`config.mk`:
```
export PLATFORM = sky130hd
export DESIGN_NAME = uart_tx_arbiter
export DESIGN_NICKNAME = d
export VERILOG_FILES = /design/src/rtl/uart_tx_arb_pkg.sv /design/src/rtl/uart_tx_arbiter_rr.sv /design/src/rtl/uart_tx_arbiter.sv
export SDC_FILE = /design/constraint.sdc
export NUM_CORES = 1
export LEC_CHECK = 0
export CAP_MARGIN = 0
export CORE_AREA = 2 2 203 205
export CTS_CLUSTER_DIAMETER = 150
export CTS_CLUSTER_SIZE = 28
export DETAILED_ROUTE_END_ITERATION = 10
export DIE_AREA = 0 0 205 207
export PLACE_DENSITY = 0.5
export SYNTH_ARGS = -nofsm -noshare
export SYNTH_HDL_FRONTEND = slang
export SYNTH_SLANG_ARGS = --single-unit
```
`constraint.sdc`:
```
create_clock -name clk -period 3.62 [get_ports clk]
set_clock_uncertainty 0.1 [all_clocks]
set_input_delay 1.086 -clock clk [delete_from_list [all_inputs] [get_ports clk]]
set_output_delay 1.086 -clock clk [all_outputs]
set_load 0.01 [all_outputs]
```
`src/rtl/uart_tx_arb_pkg.sv`:
```
// Shared types and constants for the UART TX frame arbiter.
// The optional launch timeout is enabled by defining TX_ARB_TIMEOUT_EN.
package uart_tx_arb_pkg;

  localparam int FRAME_W         = 128;
  localparam int TIMEOUT_CYC_DEF = 16;

  typedef enum logic [1:0] {
    ST_IDLE        = 2'd0,
    ST_LAUNCH      = 2'd1,
    ST_WAIT_ACTIVE = 2'd2,
    ST_WAIT_DONE   = 2'd3
  } tx_arb_state_e;

endpackage

```
`src/rtl/uart_tx_arbiter_rr.sv`:
```
// Round-robin priority picker: the search begins at 'pointer' and wraps,
// and the result is a one-hot winner (all zero when nothing requests).
module rr_arbiter #(
  parameter int NUM_REQ = 3,
  parameter int PTR_W   = 2
) (
  input  logic [NUM_REQ-1:0] req,
  input  logic [PTR_W-1:0]   pointer,
  output logic [NUM_REQ-1:0] winner
);

  logic found_s;
  logic hit_s;
  int   pos_s;

  // Walk the requesters from the pointer and keep only the first one asking.
  always_comb begin
    winner  = '0;
    found_s = 1'b0;
    hit_s   = 1'b0;
    pos_s   = 0;
    for (int off = 0; off < NUM_REQ; off++) begin
      pos_s = int'(pointer) + off;
      pos_s = (pos_s >= NUM_REQ) ? (pos_s - NUM_REQ) : pos_s;
      for (int i = 0; i < NUM_REQ; i++) begin
        hit_s     = !found_s && (i == pos_s) && req[i];
        winner[i] = winner[i] | hit_s;
        found_s   = found_s | hit_s;
      end
    end
  end

endmodule

```
`src/rtl/uart_tx_arbiter.sv`:
```
// Arbitrates 16-byte frame requests onto a single TX MAC launch interface.
// Define TX_ARB_TIMEOUT_EN to abort launches the MAC never acknowledges.
module uart_tx_arbiter
  import uart_tx_arb_pkg::*;
#(
  parameter int NUM_REQ     = 3,
  parameter int TIMEOUT_CYC = TIMEOUT_CYC_DEF
) (
  input  logic                       clk,
  input  logic                       rst_n,
  input  logic [NUM_REQ-1:0]         req,
  input  logic [NUM_REQ*FRAME_W-1:0] req_frame,
  output logic [NUM_REQ-1:0]         gnt,
  output logic [NUM_REQ-1:0]         done,
  output logic                       start_tx_req,
  output logic [FRAME_W-1:0]         tx_frame,
  input  logic                       resp_active,
  output logic                       busy,
  output logic                       err_timeout
);

  localparam int PTR_W = (NUM_REQ > 1) ? $clog2(NUM_REQ) : 1;

  tx_arb_state_e        state_q, state_d;
  logic [PTR_W-1:0]     ptr_q, ptr_d;
  logic [PTR_W-1:0]     idx_q, idx_d;
  logic [FRAME_W-1:0]   frame_q, frame_d;

  logic [NUM_REQ-1:0]   win_s;
  logic [NUM_REQ-1:0]   gnt_s;
  logic [NUM_REQ-1:0]   done_s;
  logic [NUM_REQ-1:0]   idx_oh_s;
  logic [FRAME_W-1:0]   sel_frame_s;
  logic [PTR_W-1:0]     sel_idx_s;
  logic [PTR_W-1:0]     ptr_next_s;
  logic                 timeout_s;

  rr_arbiter #(
    .NUM_REQ (NUM_REQ),
    .PTR_W   (PTR_W)
  ) u_rr (
    .req     (req),
    .pointer (ptr_q),
    .winner  (win_s)
  );

  // One-hot winner makes an AND-OR mux enough to pick its frame and index.
  always_comb begin
    sel_frame_s = '0;
    sel_idx_s   = '0;
    for (int i = 0; i < NUM_REQ; i++) begin
      sel_frame_s = sel_frame_s | (req_frame[i*FRAME_W +: FRAME_W] & {FRAME_W{win_s[i]}});
      sel_idx_s   = sel_idx_s | (PTR_W'(i) & {PTR_W{win_s[i]}});
    end
    ptr_next_s = (sel_idx_s == PTR_W'(NUM_REQ - 1)) ? '0 : (sel_idx_s + PTR_W'(1));
  end

  // Decode the granted index back to a one-hot done vector.
  always_comb begin
    idx_oh_s = '0;
    for (int i = 0; i < NUM_REQ; i++) begin
      idx_oh_s[i] = (idx_q == PTR_W'(i));
    end
  end

`ifdef TX_ARB_TIMEOUT_EN
  localparam int CNT_W = $clog2(TIMEOUT_CYC + 1);

  logic [CNT_W-1:0] cnt_q, cnt_d;

  // Cycles spent waiting for the MAC; cleared whenever not in WAIT_ACTIVE.
  always_comb begin
    if (state_q == ST_WAIT_ACTIVE) begin
      cnt_d = cnt_q + CNT_W'(1);
    end else begin
      cnt_d = '0;
    end
  end

  // Timeout counter register.
  always_ff @(posedge clk or negedge rst_n) begin
    if (!rst_n) begin
      cnt_q <= '0;
    end else begin
      cnt_q <= cnt_d;
    end
  end

  assign timeout_s = (state_q == ST_WAIT_ACTIVE) && !resp_active &&
                     (cnt_q == CNT_W'(TIMEOUT_CYC - 1));
`else
  assign timeout_s = 1'b0;
`endif

  // Arbitration FSM next-state logic; req is only looked at in IDLE.
  always_comb begin
    state_d = state_q;
    ptr_d   = ptr_q;
    idx_d   = idx_q;
    frame_d = frame_q;
    gnt_s   = '0;
    done_s  = '0;
    case (state_q)
      ST_IDLE: begin
        if (|req) begin
          gnt_s   = win_s;
          idx_d   = sel_idx_s;
          frame_d = sel_frame_s;
          ptr_d   = ptr_next_s;
          state_d = ST_LAUNCH;
        end else begin
          state_d = ST_IDLE;
        end
      end
      ST_LAUNCH: begin
        state_d = ST_WAIT_ACTIVE;
      end
      ST_WAIT_ACTIVE: begin
        if (resp_active) begin
          state_d = ST_WAIT_DONE;
        end else if (timeout_s) begin
          done_s  = idx_oh_s;
          state_d = ST_IDLE;
        end else begin
          state_d = ST_WAIT_ACTIVE;
        end
      end
      ST_WAIT_DONE: begin
        if (!resp_active) begin
          done_s  = idx_oh_s;
          state_d = ST_IDLE;
        end else begin
          state_d = ST_WAIT_DONE;
        end
      end
      default: begin
        state_d = ST_IDLE;
      end
    endcase
  end

  // FSM state, round-robin pointer, granted index and captured frame.
  always_ff @(posedge clk or negedge rst_n) begin
    if (!rst_n) begin
      state_q <= ST_IDLE;
      ptr_q   <= '0;
      idx_q   <= '0;
      frame_q <= '0;
    end else begin
      state_q <= state_d;
      ptr_q   <= ptr_d;
      idx_q   <= idx_d;
      frame_q <= frame_d;
    end
  end

  // gnt is combinational from req, so it is forced low while reset is held.
  assign gnt          = rst_n ? gnt_s : '0;
  assign done         = done_s;
  assign err_timeout  = timeout_s;
  assign start_tx_req = (state_q == ST_LAUNCH);
  assign busy         = (state_q != ST_IDLE);
  assign tx_frame     = frame_q;

endmodule

```
# Word level (Yosys, flattened, before mapping)
# Cells that the tools add are included.
dict set report totals {
  n_memories 0
  latchBits 0
  register_bits 134
  input_bits 390
  rom_bits 0
  word_cells 90
  out_inout_bits 137
  mem_bits_rw 0
}
dict set report op_classes {
  addsub 6
  n_mux 13
  bitwise 19
  n_div 0
  n_reduce_logical 33
  n_eq_ne 12
  order_cmp 3
  shift 0
  multipliers 0
}
# cell count
set ops {}
lappend ops {{$and A128 B128 Y128} 3}
lappend ops {{$or A128 B128 Y128} 2}
lappend ops {{$eq A2 B32 Y1 const A} 3}
lappend ops {{$eq A3 B32 Y1 const A} 3}
lappend ops {{$logic_not A32 Y1} 3}
lappend ops {{$mux W32} 3}
lappend ops {{$ge A32 B3 Y1 const B} 2}
lappend ops {{$sub A32 B3 Y32 const B} 2}
lappend ops {{$logic_and A1 B1 Y1} 17}
lappend ops {{$mux W3} 5}
lappend ops {{$or A1 B1 Y1} 13}
lappend ops {{$eq A2 B2 Y1 const B} 4}
lappend ops {{$logic_not A1 Y1} 8}
lappend ops {{$pmux W2 S4} 1}
lappend ops {{$eq A2 B1 Y1 const B} 2}
lappend ops {{$logic_not A2 Y1} 2}
lappend ops {{$mux W2} 2}
lappend ops {{$add A2 B1 Y3 const B} 1}
lappend ops {{$add A2 B2 Y3 const B} 1}
lappend ops {{$reduce_or A3 Y1} 1}
lappend ops {{$sub A2 B2 Y3 const B} 1}
lappend ops {{$add A2 B1 Y2 const B} 1}
lappend ops {{$ge A2 B2 Y1 const B} 1}
lappend ops {{$mux W1} 2}
lappend ops {{other kinds (3)} 3}

# Longest topological paths before layout
dict set report depth {
  ltp_word 39
  depth_mapped 9
  mapped_depth_nobuf 6
}

# Hierarchy
# From an unflattened synthesis, not the netlist that was laid out.
dict set report unflattened {
  hier_cells 657
  hier_area_um2 7006.7
}
# module n_inst seq_area_each_um2 area_each_um2 cells_per_inst
set modules_own_cells {}
lappend modules_own_cells {uart_tx_arbiter 1 3353.2 6890.4 641}
lappend modules_own_cells {rr_arbiter 1 0.0 116.4 16}

# Least setup slack after synthesis
# Ideal clock, no wire load.
dict set report synth_timing {
  path_type {input to output}
  from {input port req[1]}
  to {output port gnt[2]}
  cell_stages 5
  path_slack_ns 0.284
  t_arrival_ns 2.150
  t_required_ns 2.434
  n_path_buf 2
  path_cell_list {o21ba_1 -> o2111a_1 -> buf_2 -> buf_1 -> and3_1}
}
dict set report synth_between {
  elab_chain_len 33
  elab_cells_between_ends 35
  classes_between {3 x mux; 9 x bitwise; 23 x reduce/logical}
}
# element line_no
set synth_lines {}
lappend synth_lines {{start, declared} uart_tx_arbiter.sv:11} ;# input logic [NUM_REQ-1:0] req,
lappend synth_lines {{$logic_and A1 B1 Y1} uart_tx_arbiter_rr.sv:26} ;# hit_s = !found_s && (i == pos_s) && req[i];
lappend synth_lines {{$or A1 B1 Y1} uart_tx_arbiter_rr.sv:28} ;# found_s = found_s | hit_s;
lappend synth_lines {{$logic_not A1 Y1} uart_tx_arbiter_rr.sv:26}
lappend synth_lines {{$logic_and A1 B1 Y1 (2 in series)} uart_tx_arbiter_rr.sv:26}
lappend synth_lines {{$or A1 B1 Y1} uart_tx_arbiter_rr.sv:28}
lappend synth_lines {{$logic_not A1 Y1} uart_tx_arbiter_rr.sv:26}
lappend synth_lines {{$logic_and A1 B1 Y1 (2 in series)} uart_tx_arbiter_rr.sv:26}
lappend synth_lines {{$or A1 B1 Y1} uart_tx_arbiter_rr.sv:28}
lappend synth_lines {{[... 13 more ...]} n/a}
lappend synth_lines {{$logic_and A1 B1 Y1 (2 in series)} uart_tx_arbiter_rr.sv:26}
lappend synth_lines {{$or A1 B1 Y1} uart_tx_arbiter_rr.sv:28}
lappend synth_lines {{$logic_not A1 Y1} uart_tx_arbiter_rr.sv:26}
lappend synth_lines {{$logic_and A1 B1 Y1 (2 in series)} uart_tx_arbiter_rr.sv:26}
lappend synth_lines {{$or A1 B1 Y1} uart_tx_arbiter_rr.sv:27} ;# winner[i] = winner[i] | hit_s;
lappend synth_lines {{$mux W3 *} uart_tx_arbiter.sv:105} ;# if (|req) begin
lappend synth_lines {{$mux W3 *} uart_tx_arbiter.sv:103} ;# case (state_q)
lappend synth_lines {{$mux W3 *} uart_tx_arbiter.sv:158} ;# assign gnt = rst_n ? gnt_s : '0;
lappend synth_lines {{end, declared} uart_tx_arbiter.sv:13} ;# output logic [NUM_REQ-1:0] gnt,
# Mark *: on every way between the ends. The rest lies on a longest branch, timed or not.

# Worst setup path in the final report
dict set report layout_timing {
  from {input port req[1]}
  to {output port gnt[0]}
}
dict set report layout_between {
  elab_chain_len 25
  elab_cells_between_ends 27
  classes_between {3 x mux; 7 x bitwise; 17 x reduce/logical}
}
# element line_no
set layout_lines {}
lappend layout_lines {{$logic_and A1 B1 Y1} uart_tx_arbiter_rr.sv:26}
lappend layout_lines {{$or A1 B1 Y1} uart_tx_arbiter_rr.sv:28}
lappend layout_lines {{$logic_not A1 Y1} uart_tx_arbiter_rr.sv:26}
lappend layout_lines {{$logic_and A1 B1 Y1 (2 in series)} uart_tx_arbiter_rr.sv:26}
lappend layout_lines {{$or A1 B1 Y1} uart_tx_arbiter_rr.sv:28}
lappend layout_lines {{$logic_not A1 Y1} uart_tx_arbiter_rr.sv:26}
lappend layout_lines {{$logic_and A1 B1 Y1 (2 in series)} uart_tx_arbiter_rr.sv:26}
lappend layout_lines {{$or A1 B1 Y1} uart_tx_arbiter_rr.sv:28}
lappend layout_lines {{[... 5 more ...]} n/a}
lappend layout_lines {{$logic_and A1 B1 Y1 (2 in series)} uart_tx_arbiter_rr.sv:26}
lappend layout_lines {{$or A1 B1 Y1} uart_tx_arbiter_rr.sv:28}
lappend layout_lines {{$logic_not A1 Y1} uart_tx_arbiter_rr.sv:26}
lappend layout_lines {{$logic_and A1 B1 Y1 (2 in series)} uart_tx_arbiter_rr.sv:26}
lappend layout_lines {{$or A1 B1 Y1} uart_tx_arbiter_rr.sv:27}
lappend layout_lines {{$mux W3 *} uart_tx_arbiter.sv:105}
lappend layout_lines {{$mux W3 *} uart_tx_arbiter.sv:103}
lappend layout_lines {{$mux W3 *} uart_tx_arbiter.sv:158}
# Marks and branches as above.

==> impl_metrics.ini <==
[power_and_ir_drop]
intPower_mw = 5.92
clkPwrFrac_pct = 17.4
switching_share_pct = 40.1
peakVddDrop_mv = 0.367
pwr_density_cell_nw_per_um2 = 721
power_frac_seq_pct = 26.8
power_frac_comb_pct = 55.8
fin_total_pwr_mw = 9.88
p_leak_nw = 5.81
p_switching_mw = 3.96

[clocking]
cts_tree = yes
cts_sinks = 134
cts.reportedPaths.clkPinSlew_ns = 0.06
clk_path_buf_depth = 2
insertion_delay_ns = 0.42
h-tree-depth = 4
root_buffer = clkbuf_16
cts_buffers = 17

[synth]
ys_ff_latch = 134
synthesis.area_um2 = 7300
synth_ff_type = dfrtp_1
ys_warn_count = 0
synthTopCellsByArea = dfrtp_1 (46%), a221oi_1 (7.6%), a211o_1 (6.6%), o2bb2ai_1 (6.6%), a21oi_1 (5.0%)
synth_top_area_cell = dfrtp_1
synth-edff-count = 0
async_flop_share_pct = 100
syn_avg_cell_area_um2 = 9.48
synth.top_cell.area_share_pct = 45.9
netlist_instances = 770
yosysUniqueCellTypes = 36
yosysSeqAreaShare_pct = 45.9
syn_nets = 1162

[timing]
period_needed_ns = 3.54
rsz0062_at_grt = no
fmax_ghz = 0.282
drv_slew = 0
worst_slew_pin_slew_ns = 0.838
setup_violations = 0
setup_slack_ns = 0.0788
relSlewSlack_pct = 44.1
min_period_over_period_pct = 97.8
hold_viol_final = 0
hold_ws_ns = 0.427

[grt]
grt_usage_pct = 17.5
grt_max_degree = 81
antenna_found_initial = 1
grt_pass1_wl_um = 55800
grt_pass1_vias = 8734
globalRouteOverflowTotal = 0

[route]
post_drt_wl_per_cell_um = 21.4
vias_per_cell = 4.64
firstDrtPassIters = 5
wirelength_um = 38600
dr_total_vias = 8398
ant_nets = 0
drt_iter0_drc = 389
drc = 0

[final_layout]
fin_nets = 1656
finish.instance_area_um2 = 13700
num_antenna_cells = 0
drive_gt1_share_pct = 6.97
final_util_pct = 34.0
syn_to_final_growth_pct = 87.7
fillers = 4227
seqCellArea_um2 = 3350
multiInputGateArea_um2 = 3530

[setup_path]
startpoint_type = input pin
r2r_start = ptr_q[0]$_DFFE_PN0P_
critical_path_arrival_ns = 2.36
worst-path-max-fanout = 4
cp-startpoint = req[1]
end_kind = output pin
setup.worst_path.class = in2out
critical_path_required_ns = 2.43

[floorplanning]
dieWidth_um = 205
initial_core_util_pct = 18.1
ios = 527
design.core.area_um2 = 40400
fp-row-count = 74
die_y_um = 207
dieArea_um2 = 42400

[min_path]
hp-class = reg2reg
min-delay-start = tx_frame[92]$_DFFE_PN0P_

[placement]
placed_cell_area_um2 = 13100
dp.final_hpwl_um = 28100
io_buffers = 525
pre_cts_ws_ns = -0.548
place_congestion = 0.831

[flow_run]
cap_violations = 0

[status]
status = complete, no violations
==> through the flow <==
step                setup TNS [ns]  instances
floorplan                        0        770
global placement             -2.06       1774
detailed placement           -2.18       1774
CTS                        -0.0641       1808
global route                     0       1808
finish                           0       1808
==> final timing paths <==
| check | slack (ns) | end | cells past startpoint |
|---|---|---|---|
| setup / recovery | 0.08 | gnt[0] | 6 |
| hold / removal | 0.43 | tx_frame[92]$_DFFE_PN0P_ | 2 |
| setup reg to reg | 0.90 | tx_frame[84]$_DFFE_PN0P_ | 8 |
| hold reg to reg | 0.43 | tx_frame[92]$_DFFE_PN0P_ | 2 |
| max in group asynchronous | 1.50 | tx_frame[108]$_DFFE_PN0P_ | 3 |
| min in group asynchronous | 0.70 | tx_frame[59]$_DFFE_PN0P_ | 2 |
==> power by group through the flow <==
stage               combinational, mW  sequential [mW]  clock (mW)
global placement                 5.56             2.66           0
floorplan                        2.40             2.93           0
finish                           5.51             2.65        1.72
global route                     5.94             2.74        1.83
CTS                              5.63             2.67        1.79
detailed placement               5.59             2.68           0
==> worst max-delay path, cell delays in order <==
cell and delay, ns:
dlygate4sd2_1 0.26, buf_6 0.12, and2_4 0.16, o41ai_4 0.35, and3_4 0.25, buf_4 0.13
==> registers in the layout, indices dropped and copies added, names as in the netlist <==
signal and count:
idx_q 2, state_q 2, ptr_q 2, tx_frame 128
==> kinds of logic after synthesis <==
family | synth area share, %
AO/OA/AOI/OAI | 29.1
adder cells (fa/ha/maj) | 0.343
buffers and inverters | 6.68
AND/OR/NAND/NOR | 17.9
other | 0.0513
flip-flops | 45.9
==> cell type report <==
| class | instances | share of cell area (%) |
|---|---|---|
| repair buffers | 559 | 40.8 |
| multi-input cells | 548 | 25.8 |
| flip-flops and latches | 134 | 24.5 |
| well taps | 532 | 4.86 |
| clock buffers | 23 | 3.49 |
| clock inverters | 8 | 0.548 |
| inverters | 4 | 0.110 |
==> synthesized netlist by cell type, drive strengths merged (2+ instances only) <==
| library cell | n |
|---|---|
| and2 | 4 |
| a21oi | 73 |
| clkbuf | 20 |
| buf | 64 |
| a221oi | 73 |
| nor2 | 76 |
| nand2 | 79 |
| and3 | 58 |
| nand3 | 55 |
| nor2b | 2 |
| a21o | 3 |
| dfrtp | 134 |
| a211o | 55 |
| nor3b | 2 |
| ha | 2 |
| inv | 4 |
| o2bb2ai | 55 |
==> routing by layer <==
layer,global-route usage [%],share of wire (%),routed length [um],vias up
met4,7.19,3.1,1210,2
met5,0,0.034,13,-
met2,30.0,49,18800,402
met1,19.6,39,15000,4055
li1,-,-,-,3893
met3,6.06,9.4,3620,46
==> layout by cell type, fill, tap and decap left out, drive strengths merged <==
master and n:
clkdlybuf4s50 515, dfrtp 134, nand2 79, nor2 76
a21oi 73, a221oi 73, and3 58, nand3 55
o2bb2ai 55, a211o 55, buf 38, clkbuf 23
clkinv 6, inv 4, dlygate4sd2 4, and2 4
a21o 3, nor2b 2, ha 2, dlymetal6s2s 2
nor3b 2, or2 1, a32o 1, or3 1
o41ai 1, nand3b 1, nor3 1, o21ba 1
o2111a 1, a32oi 1, a211oi 1, conb 1
bufinv 1, clkinvlp 1
==> repair_timing <==
action / CTS / global route
setup buffers: 3 / 0
pin swaps: 0 / 2
endpoints found under the setup margin: 6 / 2
gates resized for setup: 22 / 5
hold buffers: 0 / 0
(Power assumes the default switching activity.)
